`src/rtl/alu_result_buffer.sv`:
```
// Registered FIFO that holds ALU logical-unit results with their destination tag
// and the zero/all-ones flags taken at capture, until the write port accepts them.
module alu_result_buffer #(
  parameter int WIDTH = 64,
  parameter int DEPTH = 4,
  parameter int TAG_W = 5
) (
  input  logic                     clk,
  input  logic                     rst,
  input  logic                     in_valid,
  output logic                     in_ready,
  input  logic [WIDTH-1:0]         in_result,
  input  logic [TAG_W-1:0]         in_tag,
  output logic                     out_valid,
  input  logic                     out_ready,
  output logic [WIDTH-1:0]         out_result,
  output logic [TAG_W-1:0]         out_tag,
  output logic                     out_zero,
  output logic                     out_ones,
  output logic [$clog2(DEPTH):0]   count
);

  localparam int PW = $clog2(DEPTH);
  localparam logic [PW:0] FULL = (PW+1)'(DEPTH);

  logic [WIDTH-1:0] data_q [DEPTH];
  logic [TAG_W-1:0] tag_q  [DEPTH];
  logic             zero_q [DEPTH];
  logic             ones_q [DEPTH];

  logic [PW-1:0] wr_ptr;
  logic [PW-1:0] rd_ptr;
  logic          push;
  logic          pop;

  // Acceptance looks only at occupancy, so a pop never frees a slot early.
  assign in_ready  = !rst && (count < FULL);
  assign out_valid = (count != '0);
  assign push      = in_valid && in_ready;
  assign pop       = out_valid && out_ready;

  always_ff @(posedge clk or posedge rst) begin
    if (rst) begin
      wr_ptr <= '0;
      rd_ptr <= '0;
      count  <= '0;
    end else begin
      if (push) wr_ptr <= wr_ptr + 1'b1;
      if (pop)  rd_ptr <= rd_ptr + 1'b1;
      unique case ({push, pop})
        2'b10:   count <= count + 1'b1;
        2'b01:   count <= count - 1'b1;
        default: count <= count;
      endcase
    end
  end

  always_ff @(posedge clk) begin
    if (push) begin
      data_q[wr_ptr] <= in_result;
      tag_q[wr_ptr]  <= in_tag;
      zero_q[wr_ptr] <= (in_result == '0);
      ones_q[wr_ptr] <= &in_result;
    end
  end

  assign out_result = out_valid ? data_q[rd_ptr] : '0;
  assign out_tag    = out_valid ? tag_q[rd_ptr]  : '0;
  assign out_zero   = out_valid && zero_q[rd_ptr];
  assign out_ones   = out_valid && ones_q[rd_ptr];

endmodule

```
`config.mk`:
```
export PLATFORM = sky130hd
export DESIGN_NAME = alu_result_buffer
export DESIGN_NICKNAME = d
export VERILOG_FILES = /design/src/rtl/alu_result_buffer.sv
export SDC_FILE = /design/constraint.sdc
export NUM_CORES = 1
export LEC_CHECK = 0
export BUFFER_PORTS_ARGS = -buffer_cell sky130_fd_sc_hd__clkbuf_2
export CORE_MARGIN = 2
export CORE_UTILIZATION = 57
export CTS_CLUSTER_DIAMETER = 30
export DETAILED_ROUTE_END_ITERATION = 10
export PLACE_DENSITY = 0.85
export SYNTH_ARGS = -nofsm -noshare
export SYNTH_HDL_FRONTEND = slang
export SYNTH_SLANG_ARGS = --single-unit
export TNS_END_PERCENT = 30
```
`constraint.sdc`:
```
create_clock -name clk -period 3.6 [get_ports clk]
set_input_delay 0.18 -clock clk [delete_from_list [all_inputs] [get_ports clk]]
set_output_delay 0.18 -clock clk [all_outputs]
set_load 0.02 [all_outputs]
```
==> flow_summary.ini <==
[outcome]
outcome = complete, no violations

[power_and_ir_drop]
power_density_nw_per_um2 = 828
p_leak_nw = 5.11
irDropWorstVdd_mv = 0.538

[clocking]
cts_buffers = 45
cts_root_buffer = clkbuf_16
cts_tree = built
clk_pin_slew_ns = 0.05
clock_sinks = 291
cts_max_path_buffers = 3
insertion_delay_ns = 0.52
cts.repair.resized = 0
cts_max_level = 2

[global_routing]
grt_antenna_before_repair = 0
grt_max_degree = 75
grt_pass1_vias = 6649
grt_pass1_wl_microns = 38200
grt.total_usage_pct = 23.7
grt_overflow = 0

[cells_and_area]
mostFrequentLayoutCell = edfxtp_1
multi_input_area_sq_um = 2550
insertedDiodeCount = 0
drive_above_1_share_pct = 37.2
seqCellArea_sq_um = 8710
area_delta_synth_final_pct = 27.4
final_cell_mix = edfxtp_1, clkbuf_2, and2_1, dlygate4sd3_1, mux4_2
fin_util_pct = 74.6
nets = 855
fillers = 1079

[setup_path]
slowest_delay_ns = 0.85
cp_data_required_time_ns = 3.42
r2r_cells = 9
worstSetupPathType = reg2out
worstSetupStartpointType = flip-flop
cp_cell_sequence = buf_12 > mux4_2 > and2_1 > clkbuf_2
r2r_slack_ns = 0.99
critPathTopFamily = flip-flops
end_kind = output port
path_depth = 4
path_max_fanout = 32
reg2reg_to = count[2]
critPathArrivalTime_ns = 2.63
cp_num_buf_inv = 2
worstReg2RegStart = count[0]
cp_slowest_cell = dfrtp_4

[synthesis]
synth_fp_nets = 609
synth_area_per_cell_sq_um = 21.7
synth-seq-area-share_pct = 75.8
synth.area.top_cells = edfxtp_1, mux4_2, and2_1, dfrtp_1, buf_12
yosys_warnings = 0
synth_top_area_cell = edfxtp_1
ys_ff_latch = 291
synth.distinct_cells = 23
synthCells = 530
synth_top_cell_area_share_pct = 74.3
syn-cell-area_sq_um = 11500

[routing]
via_per_inst = 5.80
vias = 6247
wl_microns = 24900
drc = 0
dr.pass1.iters = 5
final_antenna_net_count = 0
wl_per_cell_microns = 23.1
drt_iter0_markers = 515

[timing]
rsz0062_at_grt = no
slew_headroom_pct = 25.0
timing.fmax_ghz = 0.356
hold_viol = 0
slew_viol_final = 0
min_period_ns = 2.81
tns_ns = 0
fin_crit_sh_pct = 78.1
setup_viol = 0
fin_worst_skew_ns = 0.0164
tightest_slew_ns = 1.13

[run]
drv_cap = 0

[floorplanning]
initial_utilization_pct = 58.6
rows = 51
fp.dieH_microns = 146
dieArea_sq_um = 21300
core_sq_um = 19600
ios = 149
die_w_microns = 146

[hold_path]
min_from = in_valid
hold_depth = 3
min_to = wr_ptr[0]
worstHoldPathType = in2reg

[placement]
place_congestion = 0.796
port_buffers = 148
hpwlAfterDp_microns = 12800
## worst max-delay path by stage
stage	start	end	slack (ns)
6_report	rd_ptr[0]	out_result[45]	0.79
4_1_cts	rd_ptr[0]	out_result[45]	0.74
3_3_place_gp	count[0]	count[2]	1.18
3_5_place_dp	count[0]	count[2]	1.09
5_1_grt	rd_ptr[0]	out_result[45]	0.64
2_1_floorplan	count[2]	data_q[0][0]	0.46
## Yosys cell counts
| library cell | instances |
|---|---|
| edfxtp_1 | 284 |
| and2_1 | 73 |
| mux4_2 | 70 |
| nor4_1 | 21 |
| nand4_1 | 20 |
| buf_2 | 9 |
| buf_12 | 7 |
| clkbuf_1 | 7 |
| dfrtp_1 | 7 |
| inv_1 | 7 |
| ha_1 | 5 |
| and3_1 | 4 |
| xnor2_1 | 3 |
| xor2_1 | 3 |
| nor2_1 | 2 |
| and4_1 | 1 |
| buf_6 | 1 |
| fa_1 | 1 |
| mux2_2 | 1 |
| mux2i_1 | 1 |
| mux4_1 | 1 |
| nand3_1 | 1 |
| or3_1 | 1 |
## area by class of cell
class	instances	area share, %
clock buffers	50	8.12
multi-input cells	208	17.4
well taps	265	2.27
inverters	7	0.180
flip-flops and latches	291	59.6
clock inverters	33	2.21
repair buffers	223	10.2
## cell families (layout without fill, tap and decap cells)
logic type                 Yosys count  in the layout  share of synthesized area [%]
xor gates and xnor gates             6              6                          0.458
adders and majority gates            6              6                          0.720
buffers and inverters               31            313                           2.17
DFF                                291            291                           75.8
muxes                               73             73                           14.2
and+or+nand+nor                    123            123                           6.67
## per-stage QoR
stage	hold WS [ns]	cells	total power, mW	setup WS, ns	instance area, sq um
final	0.119	1077	12.1	0.788	14600
after global routing	0.148	1077	12.5	0.645	14600
after CTS	0.107	1077	12.1	0.741	14600
after detailed placement	0.124	923	7.80	1.09	12400
after global placement	0.0978	923	7.73	1.18	12400
after floorplan	-0.0166	530	6.86	0.456	11500
## metal layers
layer / vias up / global-route usage [%] / wire length [microns]
met5: - / 0 / 0
li1: 2704 / - / -
met1: 3183 / 30.8 / 9670
met2: 308 / 40.8 / 13000
met4: 0 / 7.65 / 631
met3: 52 / 4.58 / 1570
## where the power goes
| part | switching (mW) | internal, mW |
|---|---|---|
| Sequential | 0.372 | 4.03 |
| Clock | 1.53 | 2.74 |
| Combinational | 1.87 | 1.56 |
| Total | 3.78 | 8.33 |
## registers in the layout, summed over array words and instances (netlist names)
register,count
data_q,256
ones_q,4
tag_q,20
rd_ptr,2
zero_q,4
wr_ptr,2
count,3
## timing repair
item | 4_1_cts | 5_1_grt
endpoints found under the hold margin | 285 | 0
hold buffers | 71 | 0
buffers inserted | 0 | 0
## worst reg2reg max path, delay by kind of cell, from the launching register on
| kind | cells | cell delay, ns |
|---|---|---|
| buffers and inverters | 2 | 0.60 |
| AND/OR/NAND/NOR | 3 | 0.57 |
| adder cells (fa/ha/maj) | 2 | 0.59 |
| XOR/XNOR | 2 | 0.34 |
| flip-flops | 1 | 0.43 |
Power figures use the tool's default switching activity.
